### config.mk
export PLATFORM = sky130hd
export DESIGN_NAME = cv32e40p_wb_port_arbiter
export DESIGN_NICKNAME = d
export VERILOG_FILES = /design/src/rtl/cv32e40p_wb_port_arbiter.sv
export SDC_FILE = /design/constraint.sdc
export NUM_CORES = 1
export LEC_CHECK = 0
export ABC_AREA = 0
export BUFFER_PORTS_ARGS = -buffer_cell sky130_fd_sc_hd__buf_2
export CAP_MARGIN = 20
export CORE_ASPECT_RATIO = 1.75
export CORE_UTILIZATION = 28
export CTS_BUF_LIST = sky130_fd_sc_hd__clkbuf_16
export CTS_CLUSTER_DIAMETER = 80
export DETAILED_ROUTE_END_ITERATION = 10
export PLACE_DENSITY_LB_ADDON = 0.3
export SYNTH_ARGS = -nofsm -noshare
export SYNTH_HDL_FRONTEND = slang
export SYNTH_SLANG_ARGS = --single-unit
### constraint.sdc
create_clock -name clk -period 4.6 [get_ports clk]
set_input_delay 0.92 -clock clk [delete_from_list [all_inputs] [get_ports clk]]
set_output_delay 0.92 -clock clk [all_outputs]
set_load 0.02 [all_outputs]
### src/rtl/cv32e40p_wb_port_arbiter.sv
// cv32e40p_wb_port_arbiter
// Shares the EX-stage register-file write port between core results and
// X-interface (coprocessor) results. X results wait in a small in-order FIFO
// and take the port with priority. A bounded streak counter guarantees the
// core a grant after MAX_X_STREAK consecutive X grants while it is waiting.
//
// Optional feature: define CV32E40P_WB_ARB_BYPASS_EN to let an X result that
// arrives while the FIFO is empty be written in its acceptance cycle.
//
// The outputs are combinational from the FIFO state and the inputs, because
// the EX stage stalls on core_we_i & ~core_gnt_o within the same cycle.

module cv32e40p_wb_port_arbiter #(
    parameter int unsigned X_FIFO_DEPTH = 2,
    parameter int unsigned MAX_X_STREAK = 4
) (
    input  logic        clk,
    input  logic        rst,

    input  logic        core_we_i,
    input  logic [5:0]  core_waddr_i,
    input  logic [31:0] core_wdata_i,
    output logic        core_gnt_o,

    input  logic        x_result_valid_i,
    output logic        x_result_ready_o,
    input  logic        x_result_we_i,
    input  logic [4:0]  x_result_rd_i,
    input  logic [31:0] x_result_data_i,
    input  logic [3:0]  x_result_id_i,

    output logic        rf_we_o,
    output logic [5:0]  rf_waddr_o,
    output logic [31:0] rf_wdata_o,

    output logic        x_retired_o,
    output logic [3:0]  x_retired_id_o,
    output logic        x_pending_o
);

    localparam int unsigned PTR_W    = (X_FIFO_DEPTH > 1) ? $clog2(X_FIFO_DEPTH) : 1;
    localparam int unsigned CNT_W    = PTR_W + 1;
    localparam int unsigned STREAK_W = $clog2(MAX_X_STREAK + 1);

    // One queued X result; the address is widened to 6 bits on the way out.
    typedef struct packed {
        logic [4:0]  rd;
        logic [31:0] data;
        logic [3:0]  id;
    } x_entry_t;

    x_entry_t            fifo_q [X_FIFO_DEPTH];
    logic [PTR_W-1:0]    wptr_q, wptr_d;
    logic [PTR_W-1:0]    rptr_q, rptr_d;
    logic [CNT_W-1:0]    count_q, count_d;
    logic [STREAK_W-1:0] streak_q, streak_d;

    x_entry_t head;
    x_entry_t entry_in;
    logic     fifo_full;
    logic     fifo_empty;
    logic     x_is_drop;
    logic     bypass_cand;
    logic     x_cand;
    logic     x_grant;
    logic     core_grant;
    logic     bypass_grant;
    logic     accept;
    logic     drop_retire;
    logic     push;
    logic     pop;

    // Arbitration, acceptance and the FIFO push/pop decision.
    always_comb begin
        fifo_full  = (count_q == CNT_W'(X_FIFO_DEPTH));
        fifo_empty = (count_q == '0);
        head       = fifo_q[rptr_q];

        entry_in.rd   = x_result_rd_i;
        entry_in.data = x_result_data_i;
        entry_in.id   = x_result_id_i;

        // x0 targets and non-writing results never occupy a FIFO slot.
        x_is_drop = ~x_result_we_i | (x_result_rd_i == 5'd0);

`ifdef CV32E40P_WB_ARB_BYPASS_EN
        bypass_cand = ~rst & x_result_valid_i & ~x_is_drop & fifo_empty;
`else
        bypass_cand = 1'b0;
`endif

        x_cand     = ~rst & (~fifo_empty | bypass_cand);
        x_grant    = x_cand & (~core_we_i | (streak_q < STREAK_W'(MAX_X_STREAK)));
        core_grant = ~rst & core_we_i & ~x_grant;

        // Only one retire per cycle: a drop cannot be accepted while X writes.
        x_result_ready_o = ~rst & ~fifo_full & ~(x_grant & x_is_drop);

        accept       = x_result_valid_i & x_result_ready_o;
        drop_retire  = accept & x_is_drop;
        // An X grant with an empty FIFO can only come from the bypass path.
        bypass_grant = x_grant & fifo_empty;
        push         = accept & ~x_is_drop & ~bypass_grant;
        pop          = x_grant & ~fifo_empty;
    end

    // Write-port mux and retire reporting.
    always_comb begin
        rf_we_o        = 1'b0;
        rf_waddr_o     = 6'd0;
        rf_wdata_o     = 32'd0;
        core_gnt_o     = 1'b0;
        x_retired_o    = 1'b0;
        x_retired_id_o = 4'd0;
        x_pending_o    = ~rst & ~fifo_empty;

        if (x_grant) begin
            rf_we_o     = 1'b1;
            x_retired_o = 1'b1;
            if (bypass_grant) begin
                rf_waddr_o     = 6'({1'b0, x_result_rd_i});
                rf_wdata_o     = x_result_data_i;
                x_retired_id_o = x_result_id_i;
            end else begin
                rf_waddr_o     = 6'({1'b0, head.rd});
                rf_wdata_o     = head.data;
                x_retired_id_o = head.id;
            end
        end else if (core_grant) begin
            rf_we_o    = 1'b1;
            rf_waddr_o = core_waddr_i;
            rf_wdata_o = core_wdata_i;
            core_gnt_o = 1'b1;
        end

        if (drop_retire) begin
            x_retired_o    = 1'b1;
            x_retired_id_o = x_result_id_i;
        end
    end

    // Next pointer, occupancy and streak values.
    always_comb begin
        wptr_d   = wptr_q;
        rptr_d   = rptr_q;
        count_d  = count_q;
        streak_d = streak_q;

        if (push) begin
            wptr_d = wptr_q + PTR_W'(1);
        end
        if (pop) begin
            rptr_d = rptr_q + PTR_W'(1);
        end

        case ({push, pop})
            2'b10:   count_d = count_q + CNT_W'(1);
            2'b01:   count_d = count_q - CNT_W'(1);
            default: count_d = count_q;
        endcase

        // The streak only counts X wins that made a waiting core lose.
        if (!core_we_i) begin
            streak_d = '0;
        end else if (x_grant) begin
            streak_d = streak_q + STREAK_W'(1);
        end else begin
            streak_d = '0;
        end
    end

    // Control state register; reset discards anything queued.
    always_ff @(posedge clk) begin
        if (rst) begin
            wptr_q   <= '0;
            rptr_q   <= '0;
            count_q  <= '0;
            streak_q <= '0;
        end else begin
            wptr_q   <= wptr_d;
            rptr_q   <= rptr_d;
            count_q  <= count_d;
            streak_q <= streak_d;
        end
    end

    // FIFO payload storage; validity is tracked by the pointers alone.
    always_ff @(posedge clk) begin
        if (push) begin
            fifo_q[wptr_q] <= entry_in;
        end
    end

endmodule

==> flow_summary_export.csv <==
group,metric,value,unit
global_route,grt_pass1_vias,2511,
cts,post_cts_resized,0,
cts,hold_buffers,0,
power_and_ir_drop,leakage,1.88,nW
critical_path,criticalPathCategory,"in -> out",
critical_path,worstSetupStartpointType,"primary input",
global_route,antenna_found_initial,1,
sta,maxSlewViolCount,0,
routing,totalWireLength,8.47,mm
critical_path,cp_data_arrival_time,2460,ps
sta,grt_setup_unrepaired,"false",
critical_path,slowest_delay,570,ps
floorplan,die-area,13800,um^2
synth,yosys_register_bits,90,
routing,highest_layer,"met4",
sta,fin_setup_tns,0,ps
sta,fin_crit_sh,73.5,%
routing,dr_wl_met3,387,um
min_path,hold_class,"reg -> reg",
status,outcome,"finished clean",
sta,worst_pin_slew,891,ps
cts,postCtsSetupRepairBufs,0,
floorplan,rows,55,
final_layout,multi_input_area,1030,um^2
sta,hold_viol,0,
flow_run,cap_violations,0,
placement,hpwl,5.97,mm
final_layout,area_growth_syn_to_layout,30.9,%
critical_path,crit_start,"rst",
global_route,grt_max_degree,35,
power_and_ir_drop,peakVddDrop,0.219,mV
floorplan,coreArea,12900,um^2
placement,place_congestion,0.716,
synth,ys_warn_count,0,
routing,drcViolationCount,0,
final_layout,nets,450,
global_route,grt_use_total,12.8,%
final_layout,final_common_cell,"buf_2",
routing,wl_per_cell,15.7,um
cts,htree_num_levels,3,
synth,syn_nets,318,
critical_path,rr_startpoint,"count_q[0]",
routing,via_per_inst,4.52,
critical_path,cp_top_family,"compound AO/OA/AOI/OAI gates",
final_layout,nFillCells,1297,
critical_path,slowest_stage,"a21o_2",
cts,cts.clk_slew.worst_paths,60,ps
floorplan,fp.dieH,155,um
global_route,overflow,0,
critical_path,cp_max_fo,34,
placement,numPortBuffers,130,
routing,met1_length,2.99,mm
routing,vias,2444,
global_route,grt_pass1_wl,12.6,mm
critical_path,cp-end-kind,"output pin",
cts,numCtsBuffers,9,
floorplan,ios,131,
final_layout,layout.area.seq,2620,um^2
floorplan,start_util,28.8,%
sta,slew_headroom,40.6,%
sta,max_freq,296,MHz
cts,tritoncts,"yes",
routing,wl_met2,4.82,mm
critical_path,crit_required,3680,ps
sta,fin_skew,4.73,ps
floorplan,fp.dieW,89.2,um
power_and_ir_drop,pwr_density_cell,432,nW/um^2
critical_path,cp_common_cell,"buf_2",
synth,syn-instance-count,232,
synth,synth.avg_cell_area,16.0,um^2
sta,period_needed,3380,ps
critical_path,path_buf_inv,3,
routing,drtPass1Iterations,4,
routing,initialDrtViolationCount,101,
cts,cts-root-buf,"clkbuf_16",
sta,setup_viol_count_final,0,
min_path,hold_start,"streak_q[0]",
routing,postRouteAntennaNets,0,
final_layout,post-route-util,37.7,%
synth,synth.cell_area,3720,um^2
cts,ctsLongestPathBuffers,2,
critical_path,crit_chain,"buf_2 > o21bai_1 > a21o_2 > buf_4 > o2bb2ai_1 > buf_2",
final_layout,layout_common_cells,"buf_2 (130), edfxtp_1 (82), mux2i_1 (42)",
cts,cts_sinks,90,
synth,seq_area_frac_synth,70.5,%
cts,clkLatencyLatePin,330,ps
final_layout,drive_above_1_share,42.5,%
synth,synthDistinctLibCells,26,
layer usage:
metal  global-route usage (%)  vias up
met5                        0        -
met4                     7.18        0
met3                     3.36       17
met2                     23.7       70
met1                     12.3     1171
li1                         -     1186
flip-flops by register name, indices dropped and copies added (netlist names), named ones only:
signal,count
fifo_q,82
wptr_q,1
rptr_q,1
count_q,2
streak_q,3
cell type report:
type	count	area share (%)
clock inverters	7	1.18
flip-flops and latches	90	53.8
inverters	5	0.385
multi-input cells	121	21.1
repair buffers	137	14.4
well taps	171	4.39
diodes	1	0.0513
clock buffers	9	4.62
Yosys cell counts:
cell / instances / area share, %
edfxtp_1: 82 / 66
mux2i_1: 42 / 11
o2bb2ai_1: 37 / 8.7
buf_2: 11 / 1.5
dfxtp_1: 8 / 4.3
o21ai_0: 8 / 1.1
clkbuf_1: 5 / 0.50
inv_1: 5 / 0.50
nand2_1: 5 / 0.50
nor2_1: 5 / 0.50
nand4_1: 4 / 0.67
nor3_1: 3 / 0.40
a21oi_1: 2 / 0.27
and3_1: 2 / 0.34
ha_1: 2 / 0.67
a21o_1: 1 / 0.20
and2_1: 1 / 0.17
nand2b_1: 1 / 0.17
nand2b_4: 1 / 0.37
nand3_1: 1 / 0.13
o21ai_4: 1 / 0.44
o21bai_1: 1 / 0.20
or3_1: 1 / 0.17
or4_4: 1 / 0.30
xnor2_1: 1 / 0.24
xor2_1: 1 / 0.24
logic make-up (layout without fill, tap and decap cells):
| group | count (synthesis) | after routing | synth area share, % |
|---|---|---|---|
| xor gates and xnor gates | 2 | 2 | 0.471 |
| AOI/OAI and AO/OA | 50 | 50 | 10.9 |
| and+or+nand+nor | 25 | 25 | 3.73 |
| buffers and inverters | 21 | 158 | 2.49 |
| other | 0 | 1 | 0 |
| muxes | 42 | 42 | 11.3 |
| DFF | 90 | 90 | 70.5 |
| adders and majority gates | 2 | 2 | 0.672 |
where the power goes:
group / total (W) / leakage, nW / switching (W) / internal (W)
clock network: 0.000687 / 0.150 / 0.000276 / 0.000411
registers: 0.000975 / 0.810 / 0.0000506 / 0.000925
logic: 0.000441 / 0.918 / 0.000255 / 0.000186
total: 0.00210 / 1.88 / 0.000581 / 0.00152
worst reg2reg max path: stages, from the launching register on:
cell	delay, ps
dfxtp_1	420
nand2b_1	150
and3_1	390
nand2b_4	140
nor2_4	590
buf_4	420
stage by stage:
step / area [um^2] / total power (W) / hold WS, ps / setup WS (ps) / std cells
2_1_floorplan: 3720 / 0.00127 / 404 / 1070 / 232
3_3_place_gp: 4590 / 0.00143 / 436 / 1300 / 524
3_5_place_dp: 4590 / 0.00144 / 432 / 1200 / 524
4_1_cts: 4870 / 0.00214 / 444 / 1200 / 540
5_1_grt: 4870 / 0.00220 / 458 / 1080 / 541
6_report: 4870 / 0.00210 / 449 / 1220 / 541
path summary, 6_finish.rpt:
path	cells past startpoint	slack (ps)	endpoint
worst min-delay path	1	450	streak_q[0]
worst max-delay path	6	1220	rf_waddr_o[2]
worst min register to register	1	450	streak_q[0]
worst max register to register	5	2170	fifo_q[1][26]
(Power assumes the default switching activity.)
